===== src/rtl/quad_mem_arbiter.sv =====
// Data-memory arbiter shared by the CPU memory stage and a quadrant pixel fetch engine.
// CPU wins by default; a starvation counter forces a fetch grant after MAX_WAIT denials.
module quad_mem_arbiter #(
    parameter int ADDR_W   = 19,
    parameter int IMG_W    = 400,
    parameter int QUAD_W   = 100,
    parameter int QUAD_H   = 100,
    parameter int MAX_WAIT = 4
) (
    input  logic              clk,
    input  logic              reset,
    input  logic [3:0]        cuadrante,
    input  logic              start,
    input  logic              cpu_req,
    input  logic              cpu_we,
    input  logic [ADDR_W-1:0] cpu_addr,
    input  logic [ADDR_W-1:0] cpu_wdata,
    input  logic              cpu_byte,
    output logic              cpu_stall,
    output logic              cpu_rvalid,
    output logic [ADDR_W-1:0] cpu_rdata,
    output logic [ADDR_W-1:0] mem_addr,
    output logic              mem_we,
    output logic [ADDR_W-1:0] mem_wdata,
    output logic              mem_byte,
    input  logic [ADDR_W-1:0] mem_rdata,
    output logic              pix_valid,
    output logic [7:0]        pix_data,
    input  logic              pix_ready,
    output logic              busy,
    output logic              done
);
    localparam int XW = $clog2(QUAD_W);
    localparam int YW = $clog2(QUAD_H);
    localparam int SW = $clog2(MAX_WAIT + 1);

    typedef enum logic [1:0] {IDLE, SCAN, DRAIN} state_t;

    state_t            state_q, state_d;
    logic [ADDR_W-1:0] row_base_q, row_base_d;
    logic [XW-1:0]     x_q, x_d;
    logic [YW-1:0]     y_q, y_d;
    logic [ADDR_W-1:0] addr_q;
    logic [SW-1:0]     starve_q;
    logic [7:0]        buf_q [2];
    logic              wr_ptr_q, rd_ptr_q;
    logic [1:0]        count_q;
    logic              fetch_inflight_q, cpu_rd_q, done_q;

    logic              pop, fetch_want, force_fetch, fetch_grant, cpu_grant;
    logic              last_fetch, last_accept;
    logic [2:0]        pending;
    logic [ADDR_W-1:0] fetch_addr, base;

    assign pix_valid  = (count_q != 2'd0);
    assign pix_data   = pix_valid ? buf_q[rd_ptr_q] : '0;
    assign pop        = pix_valid & pix_ready;
    // Occupancy counts in-flight reads and credits a pop happening this cycle.
    assign pending    = {1'b0, count_q} + {2'b0, fetch_inflight_q} - {2'b0, pop};
    assign fetch_want = (state_q == SCAN) && (pending < 3'd2);

    assign force_fetch = fetch_want && (starve_q == SW'(MAX_WAIT));
    assign fetch_grant = !reset && fetch_want && (!cpu_req || force_fetch);
    assign cpu_grant   = !reset && cpu_req && !force_fetch;
    assign cpu_stall   = !reset && cpu_req && !cpu_grant;
    assign cpu_rvalid  = cpu_rd_q;
    assign cpu_rdata   = cpu_rd_q ? mem_rdata : '0;
    assign busy        = (state_q != IDLE);
    assign done        = done_q;

    assign fetch_addr  = row_base_q + ADDR_W'(x_q);
    assign base        = ADDR_W'(cuadrante[3:2]) * ADDR_W'(QUAD_H * IMG_W)
                       + ADDR_W'(cuadrante[1:0]) * ADDR_W'(QUAD_W);
    assign last_fetch  = fetch_grant && (x_q == XW'(QUAD_W - 1)) && (y_q == YW'(QUAD_H - 1));
    assign last_accept = (state_q == DRAIN) && pop && (count_q == 2'd1) && !fetch_inflight_q;

    always_comb begin
        state_d    = state_q;
        row_base_d = row_base_q;
        x_d        = x_q;
        y_d        = y_q;
        case (state_q)
            IDLE: begin
                if (start) begin
                    state_d    = SCAN;
                    row_base_d = base;
                    x_d        = '0;
                    y_d        = '0;
                end
            end
            SCAN: begin
                if (fetch_grant) begin
                    if (x_q == XW'(QUAD_W - 1)) begin
                        x_d        = '0;
                        y_d        = y_q + 1'b1;
                        row_base_d = row_base_q + ADDR_W'(IMG_W);
                    end else begin
                        x_d = x_q + 1'b1;
                    end
                    if (last_fetch) state_d = DRAIN;
                end
            end
            DRAIN: begin
                if (last_accept) state_d = IDLE;
            end
            default: state_d = IDLE;
        endcase
    end

    // With no grant the address bus holds its last value and nothing is written.
    always_comb begin
        mem_addr  = addr_q;
        mem_we    = 1'b0;
        mem_wdata = '0;
        mem_byte  = 1'b0;
        if (cpu_grant) begin
            mem_addr  = cpu_addr;
            mem_we    = cpu_we;
            mem_wdata = cpu_we ? cpu_wdata : '0;
            mem_byte  = cpu_byte;
        end else if (fetch_grant) begin
            mem_addr = fetch_addr;
            mem_byte = 1'b1;
        end
    end

    always_ff @(posedge clk) begin
        if (reset) begin
            state_q          <= IDLE;
            row_base_q       <= '0;
            x_q              <= '0;
            y_q              <= '0;
            addr_q           <= '0;
            starve_q         <= '0;
            buf_q[0]         <= '0;
            buf_q[1]         <= '0;
            wr_ptr_q         <= 1'b0;
            rd_ptr_q         <= 1'b0;
            count_q          <= '0;
            fetch_inflight_q <= 1'b0;
            cpu_rd_q         <= 1'b0;
            done_q           <= 1'b0;
        end else begin
            state_q          <= state_d;
            row_base_q       <= row_base_d;
            x_q              <= x_d;
            y_q              <= y_d;
            addr_q           <= mem_addr;
            fetch_inflight_q <= fetch_grant;
            cpu_rd_q         <= cpu_grant & ~cpu_we;
            done_q           <= last_accept;
            if (fetch_want && !fetch_grant) starve_q <= starve_q + 1'b1;
            else                            starve_q <= '0;
            if (fetch_inflight_q) begin
                buf_q[wr_ptr_q] <= mem_rdata[7:0];
                wr_ptr_q        <= ~wr_ptr_q;
            end
            if (pop) rd_ptr_q <= ~rd_ptr_q;
            count_q <= count_q + {1'b0, fetch_inflight_q} - {1'b0, pop};
        end
    end

endmodule


===== config.mk =====
export PLATFORM = sky130hd
export DESIGN_NAME = quad_mem_arbiter
export DESIGN_NICKNAME = d
export VERILOG_FILES = /design/src/rtl/quad_mem_arbiter.sv
export SDC_FILE = /design/constraint.sdc
export NUM_CORES = 1
export LEC_CHECK = 0
export CORE_UTILIZATION = 45
export CTS_BUF_LIST = sky130_fd_sc_hd__clkbuf_8
export DETAILED_ROUTE_END_ITERATION = 7
export PLACE_DENSITY = 0.77
export SYNTH_ARGS = -nofsm -noshare
export SYNTH_HDL_FRONTEND = slang
export SYNTH_SLANG_ARGS = --single-unit

===== constraint.sdc =====
create_clock -name clk -period 10.1 [get_ports clk]
set_clock_uncertainty 0.2 [all_clocks]
set_input_delay 1.515 -clock clk [delete_from_list [all_inputs] [get_ports clk]]
set_output_delay 1.515 -clock clk [all_outputs]
set_load 0.01 [all_outputs]

Word level (Yosys, flattened, before mapping)

Memory sizes are Yosys's and may differ from the RTL's. A register that Yosys moved wholly into a read port is not among the register bits.
Index checks and enable logic that the tools add are counted.

Add/sub/neg operators: 10
Multiply operators: 2
Div/mod/pow operators: 0
$lt $le $gt $ge: 1
Equality and inequality tests: 11
Shift operators: 0
Mux-type cells: 35
Bitwise gates (word level): 6
Reduce and logical (&&, ||, !) cells: 29

Operators by type and width:

| kind                                                 | count |
|---|---|
| two-way mux 19 bit                                   | 8 |
| case mux 19 bit (2 select lines)                     | 1 |
| two-way mux 7 bit                                    | 5 |
| case mux 7 bit (2 select lines)                      | 2 |
| adder 18 x 9 -> 19 bit                               | 1 |
| adder 19 x 7 -> 19 bit                               | 1 |
| adder 19 x 9 -> 19 bit (second input constant)       | 1 |
| two-way mux 8 bit                                    | 2 |
| adder 7 x 1 -> 7 bit (second input constant)         | 2 |
| equality test 7 bit (second input constant)          | 2 |
| logical AND 1 bit                                    | 13 |
| multiplier 2 x 10 -> 12 bit (second input constant)  | 1 |
| two-way mux 1 bit                                    | 12 |
| two-way mux 2 bit                                    | 4 |
| != test 2 bit (second input constant)                | 4 |
| AND reduction 4 bit                                  | 2 |
| OR reduction 8 bit                                   | 1 |
| multiplier 2 x 5 -> 7 bit (second input constant)    | 1 |
| zero test 1 bit                                      | 6 |
| case mux 2 bit (3 select lines)                      | 1 |
| nonzero test 2 bit                                   | 3 |
| equality test 2 x 1 -> 1 bit (second input constant) | 2 |
| NOT 1 bit                                            | 4 |
| adder 2 x 1 -> 3 bit                                 | 1 |
| 13 further kinds                                     | 14 |

Bits in registers: 64
Latch bits: 0
Bits in writable memories: 16
Memory bits (read-only): 0
Input bits: 68
Output and inout bits: 72
Logic and storage cells: 107
Memories: 1

Memories:

| memory | depth | bits a word | read ports | clocked after memory_dff | wr ports | line | source |
|---|---|---|---|---|---|---|---|
| buf_q  | 2     | 8           | 1          | 1                        | 2        | 45   | `logic [7:0] buf_q [2];` |

Logic depth before layout (Yosys ltp)

Gate-level depths: netlist of run 1.

Word-level depth: 13
Mapped depth: 14
Gate-level depth less buffers: 13

Worst setup path after synthesis of run 1

OpenSTA, ideal clock, no wires.

Kind: input port to output port
Start point: in pix_ready
End point: out mem_addr[15]
Arrival time: 3.867 ns
Setup slack: 4.518 ns
Stages on the path: 11
Cells stage by stage: nor2b_1 nand2_1 nand2_1 ha_1 fa_1 xor2_1 nand3_1 o21ai_1 buf_2 o22ai_1 nor3_1

Word-level cells in the longest chain between the ends: 9
Elaborated cells between the ends (all ways): 12
Classes of those cells: 1 x add/sub; 1 x order compare; 2 x mux; 1 x bitwise; 7 x reduce/logical

Ends and longest elaborated chain:

| item                                    | line | source |
|---|---|---|
| from (decl)                             | 29   | `input logic pix_ready,` |
| bitwise AND 1 bit (*)                   | 57   | `assign pop = pix_valid & pix_ready;` |
| subtractor 3 x 1 -> 3 bit (*)           | 59   | `assign pending = {1'b0, count_q} + {2'b0, fetch_inflight_q} - {2'b0, pop};` |
| less-than comparator 3 x 2 -> 1 bit (*) | 60   | `assign fetch_want = (state_q == SCAN) && (pending < 3'd2);` |
| logical AND 1 bit (*)                   | 60   |  |
| logical AND 1 bit                       | 62   | `assign force_fetch = fetch_want && (starve_q == SW'(MAX_WAIT));` |
| logical OR 1 bit                        | 63   | `assign fetch_grant = !reset && fetch_want && (!cpu_req \|\| force_fetch);` |
| logical AND 1 bit                       | 63   |  |
| two-way mux 19 bit                      | 121  | `end else if (fetch_grant) begin` |
| two-way mux 19 bit (*)                  | 116  | `if (cpu_grant) begin` |
| to (decl)                               | 22   | `output logic [ADDR_W-1:0] mem_addr,` |

Mark *: on every way between the ends. The rest lies on a longest branch, timed or not.

Worst setup path after layout of run 1

Start point: in pix_ready
End point: out mem_addr[9]

Word-level cells in the longest chain between the ends: 9
Elaborated cells between the ends (all ways): 12
Classes of those cells: 1 x add/sub; 1 x order compare; 2 x mux; 1 x bitwise; 7 x reduce/logical

Ends and longest elaborated chain:

| item                                    | line | source |
|---|---|---|
| bitwise AND 1 bit (*)                   | 57   |  |
| subtractor 3 x 1 -> 3 bit (*)           | 59   |  |
| named net pending[1]                    | 52   | `logic [2:0] pending;` |
| less-than comparator 3 x 2 -> 1 bit (*) | 60   |  |
| logical AND 1 bit (*)                   | 60   |  |
| logical AND 1 bit                       | 62   |  |
| logical OR 1 bit                        | 63   |  |
| logical AND 1 bit                       | 63   |  |
| two-way mux 19 bit                      | 121  |  |
| two-way mux 19 bit (*)                  | 116  |  |

The timed path passes the listed nets; every way through them passes the cells marked *.

==> impl_metrics.env, run 1 <==
export IMPL_vias=4680
export IMPL_yosysSeqAreaShare_pct=37.1
export IMPL_reg2reg_setup_slack_ns=5.37
export IMPL_whs_path_depth=1
export IMPL_die_w_um=104
export IMPL_hold_path_class="flop to flop"
export IMPL_cts_resized_gates=0
export IMPL_ir_drop_mv=0.0886
export IMPL_critPathBufInv=3
export IMPL_combPwrFrac_pct=33.8
export IMPL_synth_compound_area_share_pct=19.4
export IMPL_worst_ep_arrival_time_ns=5.94
export IMPL_syn_nets=653
export IMPL_worst_setup_path_end_kind="output port"
export IMPL_syn_area_per_cell_um2=8.32
export IMPL_fp_row_count=36
export IMPL_cts_buffer_depth=2
export IMPL_drtIter0Drc=289
export IMPL_synth_mux_area_share_pct=3.19
export IMPL_drive_above_1_share_pct=3.76
export IMPL_internal_power_mw=0.643
export IMPL_syn_to_final_growth_pct=35.6
export IMPL_grt_usage_pct=25.8
export IMPL_path_cells="clkdlybuf4s50_1 > nor2b_1 > nand2_1 > nand2_1 > ha_1 > fa_1 > nor4b_4 > nand3_1 > inv_1 > and2_1 > mux2i_1 > a21oi_1 > clkdlybuf4s50_1"
export IMPL_p_sw_mw=0.326
export IMPL_grt_max_degree=47
export IMPL_crit_reg2reg_launch="count_q[1]"
export IMPL_synth_top_area_share_pct=26.8
export IMPL_cts_sinks=79
export IMPL_critPathLaunchType="input pin"
export IMPL_final_common_cell="clkdlybuf4s50_1"
export IMPL_synth_top_family_by_area="simple AND/OR/NAND/NOR gates"
export IMPL_slowest_delay_ns=0.82
export IMPL_cts_tree="yes"
export IMPL_cts_inserted_buffers=9
export IMPL_synth_edf_count=16
export IMPL_final_antenna_net_count=0
export IMPL_setup_viol=0
export IMPL_p_per_area_nw_per_um2=152
export IMPL_p_sw_share_pct=33.6
export IMPL_ys_flop_type="dfxtp_1"
export IMPL_ys_ff_latch=79
export IMPL_setup_tns_ns=0
export IMPL_fmaxAchievable_ghz=0.131
export IMPL_seq_power_share_pct=38.7
export IMPL_core_area_um2=9950
export IMPL_grt_overflow_total=0
export IMPL_yosysTopAreaCell="dfxtp_1"
export IMPL_relSlewSlack_pct=13.3
export IMPL_wl_met1_um=6050
export IMPL_final_core_util_pct=64.0
export IMPL_layout_common_cells="139 x clkdlybuf4s50_1, 63 x dfxtp_1, 55 x nand2_1, 47 x nor2_1, 46 x and2_1"
export IMPL_cp_top_family="buffers and inverters"
export IMPL_path_class="input pin to output port"
export IMPL_finalMaxSlewViolations=0
export IMPL_drt_total_wl_um=13800
export IMPL_synthXorXnorAreaFrac_pct=2.98
export IMPL_fin_crit_sh_pct=75.8
export IMPL_clock_latency_ns=0.37
export IMPL_clockPowerShare_pct=27.5
export IMPL_dp_hpwl_um=10200
export IMPL_status="finished, final reports clean"
export IMPL_synth_cells=565
export IMPL_initial_core_util_pct=47.2
export IMPL_holdBufCountCts=0
export IMPL_gp_congestion=0.870
export IMPL_wl_per_cell_um=16.7
export IMPL_first_pass_iters=5
export IMPL_wl_met2_um=6610
export IMPL_num_io_pins=140
export IMPL_p_leak_nw=2.46
export IMPL_r2r_end="addr_q[3]"
export IMPL_required_ns=8.39
export IMPL_drt_drc_violations_left=0
export IMPL_design_die_area_um2=10900
export IMPL_critPathMaxFanout=20
export IMPL_routed_via_density=5.67
export IMPL_hp_start="starve_q[0]"
export IMPL_cap_violations=0
export IMPL_tightest_slew_ns=1.30
export IMPL_top_layer_used="met4"
export IMPL_grt_antenna_before_repair=0
export IMPL_synth_area_leaders="dfxtp_1 27%, edfxtp_1 10%, and2_1 6.1%"
export IMPL_placed_area_um2=6150
export IMPL_final_cell_area_um2=6370
export IMPL_fin_total_pwr_mw=0.969
export IMPL_synth_distinct_cells=56
export IMPL_syn_cell_area_um2=4700
export IMPL_clk_pin_slew_ns=0.08
export IMPL_finalHoldViolCount=0
export IMPL_fin_nets=775
export IMPL_root_buffer="clkbuf_8"
export IMPL_dr_wl_met3_um=704
export IMPL_worstHoldEndpoint="starve_q[0]"
export IMPL_post_route_min_period_ns=7.66
export IMPL_io_buffers=139
export IMPL_rsz0062_at_grt="no"
export IMPL_die_h_um=104
export IMPL_r2r_cells=13
export IMPL_htree_levels=3
export IMPL_grt_pass1_wl_um=22500
export IMPL_cts_setup_buffers=0
export IMPL_synthAdderAreaFrac_pct=5.64
export IMPL_yosys_area_share_simple_pct=27.6
export IMPL_crit_path_top_delay_cell="inv_1"
export IMPL_grt_pass1_vias=4426
export IMPL_crit_cells=13
export IMPL_ys_warn_count=0
export IMPL_postSynth_asyncResetShare_pct=0
export IMPL_diodes=0
Yosys cell counts, drive strengths merged (4+ instances only):
| cell | number |
|---|---|
| a211oi | 13 |
| a21o | 8 |
| a21oi | 34 |
| a311oi | 4 |
| a31oi | 6 |
| and2 | 46 |
| and3 | 27 |
| buf | 10 |
| clkbuf | 21 |
| dfxtp | 63 |
| edfxtp | 16 |
| ha | 18 |
| inv | 19 |
| mux2i | 15 |
| nand2 | 56 |
| nand3 | 17 |
| nand4 | 6 |
| nor2 | 47 |
| nor2b | 7 |
| nor3 | 14 |
| nor3b | 4 |
| o21ai | 34 |
| o221ai | 4 |
| o22ai | 7 |
| or3 | 7 |
| xnor2 | 10 |
| xor2 | 6 |
area by class of cell:
cell class                 instances  area [um2]
fill                             870        3580
sequential                        79        1740
clock buffer                       9         124
inverter                          19        71.3
timing repair buffer             142        1410
multi-input combinational        436        2760
clock inverter                     7        96.3
tap                              133         166
kinds of logic (layout without fill, tap and decap cells):
logic type	count (synthesis)	count (layout)
xor+xnor	16	16
simple gates	247	247
buf+inv	50	177
flops	79	79
compound gates	138	138
mux	15	15
fa+ha+maj	20	20
state kept, by name, summed over array words and instances (netlist names), 2 cells and up, named ones only:
register and count:
starve_q 3, x_q 7, addr_q 19, buf_q 16
state_q 2, y_q 7, row_base_q 17, count_q 2
routing by layer:
metal,GRT usage [%],up-vias
li1,-,2276
met1,32.4,2205
met2,43.0,163
met3,5.14,36
met4,11.3,0
met5,0,-
metrics by stage:
stage	setup slack [ns]	cells	hold WS, ns
finish	2.44	825	0.257
global route	2.15	825	0.274
CTS	2.49	825	0.255
floorplan	4.52	565	0.217
global placement	2.69	809	0.227
detailed placement	2.53	809	0.244
power by group through the flow:
stage / Sequential [mW] / Clock [mW] / Combinational [mW]
floorplan: 0.370 / 0 / 0.192
global placement: 0.380 / 0 / 0.316
detailed placement: 0.382 / 0 / 0.325
CTS: 0.375 / 0.268 / 0.327
global route: 0.378 / 0.284 / 0.355
finish: 0.375 / 0.267 / 0.328
worst max-delay path by stage:
stage              start  slack, ns            to
2_1_floorplan  pix_ready       4.52  mem_addr[15]
3_5_place_dp   pix_ready       2.53   mem_addr[9]
3_3_place_gp   pix_ready       2.69   mem_addr[9]
4_1_cts        pix_ready       2.49   mem_addr[9]
5_1_grt        pix_ready       2.15   mem_addr[4]
6_report       pix_ready       2.44   mem_addr[9]
No activity file was read; power rests on OpenSTA's default activity.
==> inputs of run 2 (changes only) <==
- clock period: 10.1 -> 7.1 ns (I/O delays scaled with it)
==> impl_metrics.env, run 2 (synthesis gave the netlist of run 1 again) <==
export IMPL_slowest_delay_ns=0.61
export IMPL_critPathLaunchType="input pin"
export IMPL_finalMaxSlewViolations=0
export IMPL_largest_reg_flops=19
export IMPL_r2r_cells=11
export IMPL_clock_latency_ns=0.36
export IMPL_setup_viol=0
export IMPL_path_cells="clkdlybuf4s50_1 > nor2b_1 > nand2_1 > nand2_1 > ha_1 > fa_1 > nor4b_4 > nand3_1 > inv_1 > and2_1 > mux2i_1 > a21oi_1 > clkdlybuf4s50_1"
export IMPL_tightest_slew_ns=1.12
export IMPL_root_buffer="clkbuf_8"
export IMPL_rsz0062_at_grt="no"
export IMPL_gp_congestion=0.863
export IMPL_cts_inserted_buffers=9
export IMPL_routed_via_density=5.72
export IMPL_grt_usage_pct=25.0
export IMPL_worst_setup_path_end_kind="output port"
export IMPL_cap_violations=0
export IMPL_p_per_area_nw_per_um2=220
export IMPL_grt_pass1_vias=4430
export IMPL_cts_resized_gates=0
export IMPL_vias=4739
export IMPL_wl_per_cell_um=16.6
export IMPL_fin_crit_sh_pct=88.0
export IMPL_fmaxAchievable_ghz=0.160
export IMPL_layout_common_cells="139 x clkdlybuf4s50_1, 63 x dfxtp_1, 55 x nand2_1, 47 x nor2_1, 46 x and2_1"
export IMPL_drive_above_1_share_pct=4.17
export IMPL_grt_antenna_before_repair=0
export IMPL_drt_total_wl_um=13800
export IMPL_die_h_um=104
export IMPL_diodes=0
export IMPL_reg2reg_setup_slack_ns=2.80
export IMPL_holdBufCountCts=0
export IMPL_whs_path_depth=1
export IMPL_syn_to_final_growth_pct=36.6
export IMPL_p_leak_nw=2.50
export IMPL_path_class="input pin to output port"
export IMPL_num_io_pins=140
export IMPL_reg_largest_list="addr_q: 19 flops, row_base_q: 17 flops, buf_q: 16 flops"
export IMPL_initial_core_util_pct=47.2
export IMPL_drtIter0Drc=351
export IMPL_status="finished, final reports clean"
export IMPL_cts_tree="yes"
export IMPL_hold_path_class="flop to flop"
export IMPL_design_die_area_um2=10900
export IMPL_htree_levels=3
export IMPL_cts_sinks=79
export IMPL_dp_hpwl_um=10100
export IMPL_drt_drc_violations_left=0
export IMPL_die_w_um=104
export IMPL_required_ns=5.83
export IMPL_post_route_min_period_ns=6.25
export IMPL_critPathMaxFanout=20
export IMPL_fin_total_pwr_mw=1.41
export IMPL_fin_nets=778
export IMPL_first_pass_iters=6
export IMPL_fp_row_count=36
export IMPL_worst_ep_arrival_time_ns=4.98
export IMPL_crit_path_top_delay_cell="inv_1"
export IMPL_finalHoldViolCount=0
export IMPL_grt_max_degree=46
export IMPL_grt_overflow_total=0
export IMPL_regMostFlops="addr_q"
export IMPL_core_area_um2=9950
export IMPL_cts_setup_buffers=0
export IMPL_ir_drop_mv=0.148
export IMPL_io_buffers=139
export IMPL_relSlewSlack_pct=24.2
export IMPL_cts_buffer_depth=2
export IMPL_clk_pin_slew_ns=0.09
export IMPL_grt_pass1_wl_um=22100
export IMPL_final_common_cell="clkdlybuf4s50_1"
export IMPL_final_antenna_net_count=0
export IMPL_setup_tns_ns=0
run 2: area by class of cell:
| cell class | instances | area [um2] |
|---|---|---|
| fill | 864 | 3530 |
| multi-input combinational | 436 | 2760 |
| sequential | 79 | 1740 |
| timing repair buffer | 145 | 1440 |
| tap | 133 | 166 |
| clock buffer | 9 | 124 |
| clock inverter | 7 | 120 |
| inverter | 19 | 71.3 |
run 2: through the flow:
step | hold WS, ns | instance area, um2 | setup slack, ns | cells | utilization, %
final | 0.270 | 6420 | 0.851 | 828 | 64.5
after global routing | 0.300 | 6420 | 0.585 | 828 | 64.5
after CTS | 0.268 | 6420 | 0.870 | 828 | 64.5
after detailed placement | 0.252 | 6180 | 0.954 | 812 | 62.0
after global placement | 0.227 | 6180 | 1.01 | 812 | 62.0
after floorplan | 0.217 | 4700 | 2.42 | 565 | -
run 2: final timing paths:
check / startpoint / end
max: pix_ready / mem_addr[9]
min: starve_q[0] / starve_q[0]
min reg2reg: starve_q[0] / starve_q[0]
max reg2reg: count_q[1] / row_base_q[12]
run 2: per-layer routing:
layer / up-vias / global-route usage [%] / share of wire, %
met5: - / 0 / 0
met1: 2265 / 31.9 / 43
met3: 22 / 3.70 / 5.2
met4: 0 / 7.04 / 1.4
li1: 2281 / - / -
met2: 171 / 43.7 / 50
run 2: power breakdown:
group / internal [mW] / switching [mW]
Sequential: 0.498 / 0.0365
Combinational: 0.220 / 0.245
Clock: 0.235 / 0.176
Total: 0.953 / 0.458
run 2: critical path, delay by kind of cell:
kind	cells	cell delay, ns
and+or+nand+nor	6	1.32
adders and majority gates	2	0.66
muxes	1	0.08
buffers and inverters	3	1.67
AOI/OAI and AO/OA	1	0.16
==> inputs of run 3 (changes only) <==
- ABC_AREA: not set -> 1
- CAP_MARGIN: not set -> 20
- PLACE_DENSITY: 0.77 -> 0.76
==> impl_metrics.env, run 3 <==
export IMPL_io_buffers=139
export IMPL_clk_pin_slew_ns=0.08
export IMPL_reg_largest_list="addr_q: 19 flops, row_base_q: 17 flops, buf_q: 16 flops"
export IMPL_setup_tns_ns=0
export IMPL_multi_input_area_um2=2720
export IMPL_post_route_min_period_ns=5.87
export IMPL_final_common_cell="nand2_1"
export IMPL_syn_nets=890
export IMPL_grt_pass1_vias=4631
export IMPL_setup_viol=0
export IMPL_synth_cells=802
export IMPL_holdBufCountCts=0
export IMPL_synth_top_area_share_pct=24.9
export IMPL_drtIter0Drc=208
export IMPL_final_antenna_net_count=0
export IMPL_p_sw_share_pct=32.9
export IMPL_finalHoldViolCount=0
export IMPL_synth_distinct_cells=38
export IMPL_clock_latency_ns=0.37
export IMPL_routed_via_density=4.90
export IMPL_ys_flop_type="dfxtp_1"
export IMPL_yosysMostFrequentCell="nand2_1"
export IMPL_grt_antenna_before_repair=0
export IMPL_drt_total_wl_um=13900
export IMPL_seq_power_share_pct=41.2
export IMPL_cts_buffer_depth=2
export IMPL_relSlewSlack_pct=41.8
export IMPL_postSynth_asyncResetShare_pct=0
export IMPL_worst_ep_arrival_time_ns=4.61
export IMPL_cts_tree="yes"
export IMPL_rsz0062_at_grt="no"
export IMPL_regMostFlops="addr_q"
export IMPL_worst_slack_ns=1.23
export IMPL_initial_core_util_pct=46.6
export IMPL_fill_cells=1033
export IMPL_cts_inserted_buffers=9
export IMPL_synthTopCellsByCount="246 x nand2_1, 118 x inv_1, 114 x nor2_1"
export IMPL_synth_edf_count=16
export IMPL_vias=5258
export IMPL_yosysTopAreaCell="dfxtp_1"
export IMPL_first_pass_iters=5
export IMPL_hold_path_class="flop to flop"
export IMPL_combPwrFrac_pct=28.6
export IMPL_yosysSeqAreaShare_pct=34.4
export IMPL_diodes=0
export IMPL_required_ns=5.83
export IMPL_finalMaxSlewViolations=0
export IMPL_crit_path_top_delay_cell="nor3_1"
export IMPL_root_buffer="clkbuf_8"
export IMPL_die_w_um=108
export IMPL_fp_row_count=38
export IMPL_worst_setup_path_end_kind="output port"
export IMPL_num_io_pins=140
export IMPL_wl_met2_um=6790
export IMPL_syn_area_per_cell_um2=6.32
export IMPL_drt_drc_violations_left=0
export IMPL_grt_overflow_total=0
export IMPL_dr_wl_met3_um=650
export IMPL_seq_area_um2=1740
export IMPL_cts_setup_buffers=0
export IMPL_p_sw_mw=0.422
export IMPL_critPathMaxFanout=8
export IMPL_gp_congestion=0.875
export IMPL_top_layer_used="met4"
export IMPL_path_cells="clkdlybuf4s50_1 > inv_1 > nor2_1 > nand2_1 > nand2_1 > ha_1 > fa_1 > inv_1 > nand3_2 > nor3_1 > nand4_1 > nand2_1 > o21ai_0 > inv_1 > clkdlybuf4s50_1"
export IMPL_layout_cells_non_filler=1074
export IMPL_fmaxAchievable_ghz=0.170
export IMPL_cap_violations=0
export IMPL_largest_reg_flops=19
export IMPL_design_die_area_um2=11700
export IMPL_reg2reg_setup_slack_ns=3.23
export IMPL_p_per_area_nw_per_um2=190
export IMPL_die_h_um=108
export IMPL_synth_area_leaders="dfxtp_1 25%, nand2_1 18%, edfxtp_1 9.5%"
export IMPL_core_area_um2=10900
export IMPL_grt_usage_pct=24.3
export IMPL_p_leak_nw=3.22
export IMPL_dp_worst_setup_slack_ns=1.29
export IMPL_dp_hpwl_um=10400
export IMPL_critPathLaunchType="input pin"
export IMPL_path_class="input pin to output port"
export IMPL_syn_to_final_growth_pct=33.1
export IMPL_wl_met1_um=6310
export IMPL_cts_sinks=79
export IMPL_drive_above_1_share_pct=3.64
export IMPL_grt_pass1_wl_um=22200
export IMPL_status="finished, final reports clean"
export IMPL_ys_ff_latch=79
export IMPL_layout_common_cells="246 x nand2_1, 139 x clkdlybuf4s50_1, 118 x inv_1, 114 x nor2_1, 63 x dfxtp_1"
export IMPL_cts_resized_gates=0
export IMPL_fin_nets=1017
export IMPL_dp_cells=1058
export IMPL_tightest_slew_ns=0.866
export IMPL_ir_drop_mv=0.132
export IMPL_wl_per_cell_um=12.9
export IMPL_clockPowerShare_pct=30.2
export IMPL_grt_max_degree=37
export IMPL_fin_crit_sh_pct=82.7
export IMPL_htree_levels=3
export IMPL_internal_power_mw=0.861
export IMPL_slowest_delay_ns=0.72
export IMPL_ys_warn_count=0
export IMPL_syn_cell_area_um2=5070
run 3: per-stage QoR:
step                      util [%]  power (mW)  hold WS, ns  instance area (um2)
final                         61.9        1.28        0.256                 6740
after global routing          61.9        1.36        0.275                 6740
after CTS                     61.9        1.29        0.259                 6740
after detailed placement      59.9       0.905        0.246                 6520
after global placement        59.9       0.900        0.233                 6520
after floorplan                  -       0.746        0.217                 5070
run 3: cell families after synthesis:
kind of cell	after synthesis	synth area share (%)
AOI/OAI and AO/OA	94	9.97
and+or+nand+nor	452	37.1
DFF	79	34.4
xor gates and xnor gates	8	1.38
buffers and inverters	149	11.9
adders and majority gates	20	5.23
run 3: layout make-up:
class | instances | area share, %
inverter | 122 | 6.79
timing repair buffer | 143 | 21.1
tap | 140 | 2.60
clock inverter | 7 | 1.52
clock buffer | 9 | 1.84
sequential | 79 | 25.8
multi-input combinational | 574 | 40.4
run 3: per-layer routing:
metal / global-route usage [%] / vias up
li1: - / 2763
met1: 30.7 / 2362
met2: 42.2 / 118
met3: 4.40 / 15
met4: 6.46 / 0
met5: 0 / -
run 3: worst paths after layout:
check,start,cells past startpoint,endpoint
max reg2reg,count_q[1],16,row_base_q[16]
min,starve_q[0],1,starve_q[0]
min reg2reg,starve_q[0],1,starve_q[0]
max,pix_ready,15,mem_addr[4]
run 3: worst max-delay path: cells and delay by family:
kind	cells	cell delay [ns]
and+or+nand+nor	7	1.65
AOI/OAI and AO/OA	1	0.10
adders and majority gates	2	0.56
buffers and inverters	5	1.23
run 3: power groups by stage:
stage / clock network [mW] / registers (mW) / logic, mW
3_3_place_gp: 0 / 0.537 / 0.363
4_1_cts: 0.393 / 0.528 / 0.369
5_1_grt: 0.415 / 0.534 / 0.410
6_report: 0.387 / 0.528 / 0.367
3_5_place_dp: 0 / 0.538 / 0.367
2_1_floorplan: 0 / 0.524 / 0.222
